$ cat src/rtl/ddr_deser_pkg.sv
// ddr_deser_pkg: shared constants for the DDR input deserialiser.
//   DDR_DESER_SEARCH  hunting for the sync word at either bit phase
//   DDR_DESER_LOCKED  word phase fixed, one word every W/2 clocks
//   PHASE_A / PHASE_B selected candidate (word ends on fall / on rise bit)
package ddr_deser_pkg;

   localparam logic [0:0] DDR_DESER_SEARCH = 1'b0;
   localparam logic [0:0] DDR_DESER_LOCKED = 1'b1;

   localparam logic PHASE_A = 1'b0;
   localparam logic PHASE_B = 1'b1;

endpackage

$ cat src/rtl/ddr_deser_iddr.sv
// iddr_pin: registered DDR input capture for one data pin
module iddr_pin (
  input  logic       i_clk,
  input  logic       i_pin,
  output logic [1:0] o_pair
);
  logic rise, fall;
`ifdef DDR_DESER_USE_SB_IO
  SB_IO #(
    .PIN_TYPE (6'b000000),
    .PULLUP   (1'b0)
  ) u_io (
    .PACKAGE_PIN       (i_pin),
    .LATCH_INPUT_VALUE (1'b0),
    .CLOCK_ENABLE      (1'b1),
    .INPUT_CLK         (i_clk),
    .OUTPUT_CLK        (1'b0),
    .OUTPUT_ENABLE     (1'b0),
    .D_OUT_0           (1'b0),
    .D_OUT_1           (1'b0),
    .D_IN_0            (rise),
    .D_IN_1            (fall)
  );
`else
  always_ff @(posedge i_clk) rise <= i_pin;
  always_ff @(negedge i_clk) fall <= i_pin;
`endif
  always_ff @(posedge i_clk) o_pair <= {rise, fall};
endmodule

$ cat src/rtl/ddr_deser.sv
// ddr_deser: deserialises one DDR data pin into W-bit words, aligning on SYNC_WORD.
//   i_clk     in  1  sole clock, rising edge
//   i_reset   in  1  synchronous active-high reset
//   i_pin     in  1  DDR data pin
//   i_align   in  1  drop lock and re-search
//   o_valid   out 1  one-cycle strobe, o_data holds a new word
//   o_data    out W  received word, first wire bit in MSB
//   o_sync    out 1  o_data equals SYNC_WORD
//   o_locked  out 1  high while locked
//   o_lost    out 1  one-cycle pulse on loss of lock
// Optional loss detection: define DDR_DESER_LOSS_DETECT_EN (adds MAX_GAP parameter);
// without it o_lost is constant 0 and lock holds until i_align or reset.
module ddr_deser
   import ddr_deser_pkg::*;
#(
   parameter int W = 8,
   parameter logic [W-1:0] SYNC_WORD = W'('hB8)
`ifdef DDR_DESER_LOSS_DETECT_EN
   ,
   parameter int MAX_GAP = 64
`endif
) (
   input  logic         i_clk,
   input  logic         i_reset,
   input  logic         i_pin,
   input  logic         i_align,
   output logic         o_valid,
   output logic [W-1:0] o_data,
   output logic         o_sync,
   output logic         o_locked,
   output logic         o_lost
);

   localparam int CW = $clog2(W / 2);

   logic [1:0]    w_pair;
   logic [W-2:0]  r_sr;
   logic [W:0]    w_sr;
   logic          r_phase;
   logic [CW-1:0] r_cnt;
   logic [0:0]    r_state;
   logic          r_valid;
   logic [W-1:0]  r_data;
   logic          r_sync;
   logic          r_lost;
   logic          w_match_a;
   logic          w_match_b;
   logic          w_wrap;
   logic          w_lock;
   logic          w_emit;
   logic          w_is_sync;
   logic          w_lost;
   logic [W-1:0]  w_word;

   iddr_pin u_iddr (
      .i_clk  (i_clk),
      .i_pin  (i_pin),
      .o_pair (w_pair)
   );

   // w_sr is the shift register after this clock's pair is shifted in; only its
   // low W-1 bits need storing, the top two fall off on the next shift.
   always_comb begin
      w_sr      = {r_sr, w_pair};
      w_match_a = w_sr[W-1:0] == SYNC_WORD;
      w_match_b = w_sr[W:1] == SYNC_WORD;
      w_wrap    = r_cnt == CW'(W / 2 - 1);
      w_word    = (r_phase == PHASE_B) ? w_sr[W:1] : w_sr[W-1:0];
      w_is_sync = w_word == SYNC_WORD;
      w_lock    = (r_state == DDR_DESER_SEARCH) && !i_align && (w_match_a || w_match_b);
      w_emit    = (r_state == DDR_DESER_LOCKED) && !i_align && w_wrap;
   end

`ifdef DDR_DESER_LOSS_DETECT_EN
   localparam int GW = $clog2(MAX_GAP + 1);

   logic [GW-1:0] r_gap;

   // Loss fires on the emitted word that brings the gap count to MAX_GAP;
   // w_emit already excludes i_align so an align request wins.
   always_comb w_lost = w_emit && !w_is_sync && (r_gap == GW'(MAX_GAP - 1));

   always_ff @(posedge i_clk) begin
      if (i_reset)
         r_gap <= '0;
      else if (w_lock)
         r_gap <= '0;
      else if (w_emit)
         r_gap <= w_is_sync ? '0 : r_gap + GW'(1);
   end
`else
   always_comb w_lost = 1'b0;
`endif

   always_ff @(posedge i_clk) begin
      if (i_reset) begin
         r_sr    <= '0;
         r_phase <= PHASE_A;
         r_cnt   <= '0;
         r_state <= DDR_DESER_SEARCH;
         r_valid <= 1'b0;
         r_data  <= '0;
         r_sync  <= 1'b0;
         r_lost  <= 1'b0;
      end else begin
         r_sr    <= w_sr[W-2:0];
         r_valid <= w_lock || w_emit;
         r_lost  <= w_lost;
         if (w_lock) begin
            // Phase A wins when both candidates match.
            r_phase <= w_match_a ? PHASE_A : PHASE_B;
            r_cnt   <= '0;
            r_state <= DDR_DESER_LOCKED;
            r_data  <= SYNC_WORD;
            r_sync  <= 1'b1;
         end else if (w_emit) begin
            r_cnt  <= '0;
            r_data <= w_word;
            r_sync <= w_is_sync;
         end else begin
            r_cnt <= w_wrap ? '0 : r_cnt + CW'(1);
         end
         if (i_align || w_lost)
            r_state <= DDR_DESER_SEARCH;
      end
   end

   assign o_valid  = r_valid;
   assign o_data   = r_data;
   assign o_sync   = r_sync;
   assign o_locked = r_state == DDR_DESER_LOCKED;
   assign o_lost   = r_lost;

endmodule

$ cat config.mk
export PLATFORM = sky130hd
export DESIGN_NAME = ddr_deser
export DESIGN_NICKNAME = d
export VERILOG_FILES = /design/src/rtl/ddr_deser_pkg.sv /design/src/rtl/ddr_deser_iddr.sv /design/src/rtl/ddr_deser.sv
export SDC_FILE = /design/constraint.sdc
export NUM_CORES = 1
export LEC_CHECK = 0
export BUFFER_PORTS_ARGS = -buffer_cell sky130_fd_sc_hd__buf_2
export CORE_MARGIN = 3
export CORE_UTILIZATION = 36
export DETAILED_ROUTE_END_ITERATION = 7
export PLACE_DENSITY_LB_ADDON = 0.08
export SLEW_MARGIN = 40
export SYNTH_ARGS = -nofsm -noshare
export SYNTH_HDL_FRONTEND = slang
export SYNTH_SLANG_ARGS = --single-unit
$ cat constraint.sdc
create_clock -name i_clk -period 2.7 [get_ports i_clk]
set_input_delay 0.405 -clock i_clk [delete_from_list [all_inputs] [get_ports i_clk]]
set_output_delay 0.405 -clock i_clk [all_outputs]
set_load 0.1 [all_outputs]
**Yosys cells after proc, flatten, opt, wreduce, memory -nomap -nowiden**

Index checks and enable logic that the tools add are counted.

- Memory bits (read-only): 0
- Bits in writable memories: 0
- Memories kept: 0
- Input port bits: 4
- Bits in registers: 25
- Latch bits: 0

- Reductions and logical operators: 11
- Add/subtract/negate cells: 1
- Multipliers: 0
- Order comparisons: 0
- Divide/modulo/power cells: 0
- Equal/unequal tests: 4
- Bitwise logic cells: 1
- Muxes and demuxes: 6
- Shifts and indexed selects: 0

Operators with widths:

| kind | number |
|---|---|
| $eq 8x8->1 const B | 3 |
| $mux 8 | 3 |
| $logic_and 1x1->1 | 4 |
| $reduce_or 2->1 | 2 |
| $reduce_or 4->1 | 1 |
| $mux 1 | 3 |
| $add 2x1->2 const B | 1 |
| $eq 2x2->1 const B | 1 |
| $logic_or 1x1->1 | 2 |
| $reduce_bool 2->1 | 1 |
| $logic_not 1->1 | 1 |
| $not 1->1 | 1 |

**Logic depth before layout (Yosys ltp)**

- Depth after elaboration: 5
- Gate-level depth with buffers: 6

**Modules after synthesis**

Synthesis repeated with hierarchy kept, for this count alone.

- Cell total of the unflattened synthesis: 94
- Area total of the unflattened synthesis: 1007.2 µm²

By module, submodules not included:

| module | seq. area each (µm²) | times used | cells an instance | area each (µm²) |
|---|---|---|---|---|
| ddr_deser | 420.4 | 1 | 89 | 923.4 |
| iddr_pin | 80.1 | 1 | 5 | 83.8 |

==> impl_metrics.json <==
{
  "cp-start-kind": "register",
  "cp_max_fo": 1,
  "worstReg2RegEnd": "u_iddr.o_pair[0]",
  "drt_iter0_drc": 28,
  "first_global_vias": 606,
  "synth_warnings": 0,
  "ys_seq_elements": 25,
  "grt_first_pass_wirelength_um": 2691,
  "hold_violations": 0,
  "ctsHoldBuffers": 0,
  "start_util": 0.3869,
  "layout-drive-gt1-share": 0.2574,
  "cts_setup_buffers": 0,
  "slew_headroom": 0.6169,
  "cp.arrival_ns": 2.00,
  "post-place-ws_ns": 0.7321,
  "fp.dieH_um": 58.30,
  "drc": 0,
  "coreArea_um2": 2545,
  "finClkSkew_ns": 0.05606,
  "netlist_area_um2": 984.7,
  "fill_cells": 263,
  "crit_path_end": "u_iddr.o_pair[0]",
  "r2r_cells": 0,
  "utilization": 0.4258,
  "cts_buffers": 3,
  "p_sw_mw": 0.1310,
  "syn2layout_area_growth_pct": 10.04,
  "required_ns": 2.92,
  "stdcell_area_um2": 1084,
  "tightest_slew_ns": 0.5747,
  "cp.depth": 0,
  "synth_cell_types": 30,
  "ctsResizeCount": 0,
  "wire_per_inst_um": 12.55,
  "place.gp.congestion": 0.6983,
  "crit_type": "reg -> reg",
  "peakVddDrop_v": 0.0003158,
  "run_status": "finished clean",
  "timing.rr.start": "u_iddr.fall",
  "p_per_area_nw_per_um2": 533.9,
  "firstDrtPassIters": 4,
  "syn_avg_cell_area_um2": 11.06,
  "fin_nets": 107,
  "internal-power_mw": 0.4476,
  "critPathCaptureType": "register",
  "p_seq_frac": 0.668,
  "io_buffers": 14,
  "die_area_um2": 3399,
  "grt_use_total": 0.1056,
  "clk-insertion-delay-late_ns": 0.36,
  "viasPerCell": 5.153,
  "ctsLongestPathBuffers": 2,
  "rsz0062_at_grt": "no",
  "clkPwrFrac": 0.280,
  "grt_overflow": 0,
  "total_leakage_power_nw": 0.3994,
  "antenna_left": 0,
  "postSynthCellCount": 89,
  "totalWireLength_um": 1644,
  "synth_nets": 94,
  "drv_cap": 0,
  "rows": 18,
  "maxSlewViolCount": 0,
  "die_w_um": 58.30,
  "pwr-share-comb": 0.052,
  "n_antenna_cell": 0,
  "setup_violations": 0,
  "io_pins": 16,
  "cts_tree": "built",
  "setup_tns_ns": 0,
  "total_power_mw": 0.5785,
  "grt_start_max_net_pins": 22,
  "antenna_found_initial": 0,
  "cts-root-buf": "clkbuf_4",
  "hold_depth": 1,
  "vias": 675,
  "path_clk_slew_ns": 0.12,
  "startpoint": "u_iddr.fall",
  "place_area_um2": 1057,
  "r2r_setup_slack_ns": 0.93,
  "seq_area_frac_synth": 0.5083,
  "hold_path_class": "in -> reg",
  "htree_levels": 1,
  "cts.sinks": 25,
  "worst_slack_ns": 0.9272,
  "dp_hpwl_um": 1216,
  "netSwitchingFraction": 0.2264
}
[Yosys cell counts]
cell type / count / area, um2
nand2_1: 5 / 18.77
nor4_1: 1 / 6.260
a41oi_1: 1 / 8.760
o21ai_0: 1 / 5.000
inv_1: 2 / 7.510
conb_1: 1 / 3.750
buf_4: 2 / 15.01
nor2b_1: 7 / 43.79
o211ai_1: 5 / 37.54
and4bb_2: 1 / 12.51
clkbuf_4: 1 / 7.510
nand2b_1: 4 / 25.02
mux2i_1: 4 / 40.04
nor2_1: 5 / 18.77
nor4b_2: 1 / 15.01
nand4b_1: 1 / 8.760
a31oi_1: 5 / 31.28
ha_1: 1 / 12.51
and4bb_4: 2 / 32.53
and3b_1: 1 / 8.760
a2111oi_2: 4 / 60.06
nand4_1: 1 / 6.260
a21oi_1: 1 / 5.000
buf_2: 1 / 5.000
clkbuf_1: 2 / 7.510
nand3b_1: 1 / 7.510
o211a_4: 1 / 17.52
a211oi_1: 1 / 7.510
dfxtp_1: 25 / 500.5
a311oi_1: 1 / 8.760
[sequential cells by signal, indices dropped and copies added (netlist names)]
signal and count:
u_iddr.fall 1, o_sync 1, u_iddr.rise 1, o_locked 1, o_data 8, r_phase 1
r_cnt 2, r_sr 7, u_iddr.o_pair 2, o_valid 1
[power groups by stage]
stage | clock network, mW | logic (mW) | registers [mW]
6_report | 0.162 | 0.0299 | 0.386
5_1_grt | 0.190 | 0.0333 | 0.388
4_1_cts | 0.169 | 0.0302 | 0.387
3_5_place_dp | 0.00464 | 0.0302 | 0.395
3_3_place_gp | 0.00464 | 0.0297 | 0.395
2_1_floorplan | 0.00464 | 0.0256 | 0.393
[through the flow]
step	instances	hold slack (ns)
floorplan	89	0.3096
finish	131	0.1956
global route	131	0.1809
detailed placement	127	0.3168
CTS	131	0.1867
global placement	127	0.3120
[layout by cell type (no fill, tap or decap), drive strengths merged]
cell	n
o211ai	5
nor4	1
a211oi	1
mux2i	4
conb	1
nor4b	1
and3b	1
o21ai	1
ha	1
nand4	1
a31oi	5
a2111oi	4
nand4b	1
nand3b	1
a311oi	1
a41oi	1
nor2	5
and4bb	3
nand2b	4
o211a	1
inv	3
nand2	5
clkbuf	3
a21oi	1
buf	14
dfxtp	25
nor2b	7
[per-layer routing]
layer  global-route usage  share of wire
met2               0.1563           0.43
met1               0.1397           0.52
met4              0.06954          0.017
met3              0.01974          0.032
met5                    0              0
[layout make-up]
cell class	instances	area, um2	share of cell area
clock inverters	2	7.507	0.006928
inverters	1	3.754	0.003464
repair buffers	14	70.07	0.06467
flip-flops and latches	25	500.5	0.4619
well taps	30	37.54	0.03464
multi-input cells	56	441.7	0.4076
clock buffers	3	22.52	0.02079
[worst min-delay path by stage]
stage / startpoint / end / slack [ns]
2_1_floorplan: u_iddr.rise / u_iddr.o_pair[1] / 0.31
3_3_place_gp: u_iddr.rise / u_iddr.o_pair[1] / 0.31
3_5_place_dp: u_iddr.rise / u_iddr.o_pair[1] / 0.32
4_1_cts: i_pin / u_iddr.rise / 0.19
5_1_grt: i_pin / u_iddr.rise / 0.18
6_report: i_pin / u_iddr.rise / 0.20
[kinds of logic (layout without fill, tap and decap cells)]
kind of cell | Yosys count | after routing | share of synthesized area
DFF | 25 | 25 | 0.5083
other | 1 | 1 | 0.003808
buffers and inverters | 8 | 20 | 0.04320
muxes | 4 | 4 | 0.04066
AOI/OAI and AO/OA | 20 | 20 | 0.1843
and+or+nand+nor | 30 | 30 | 0.2071
adders and majority gates | 1 | 1 | 0.01270
No activity file was read; power rests on OpenSTA's default activity.
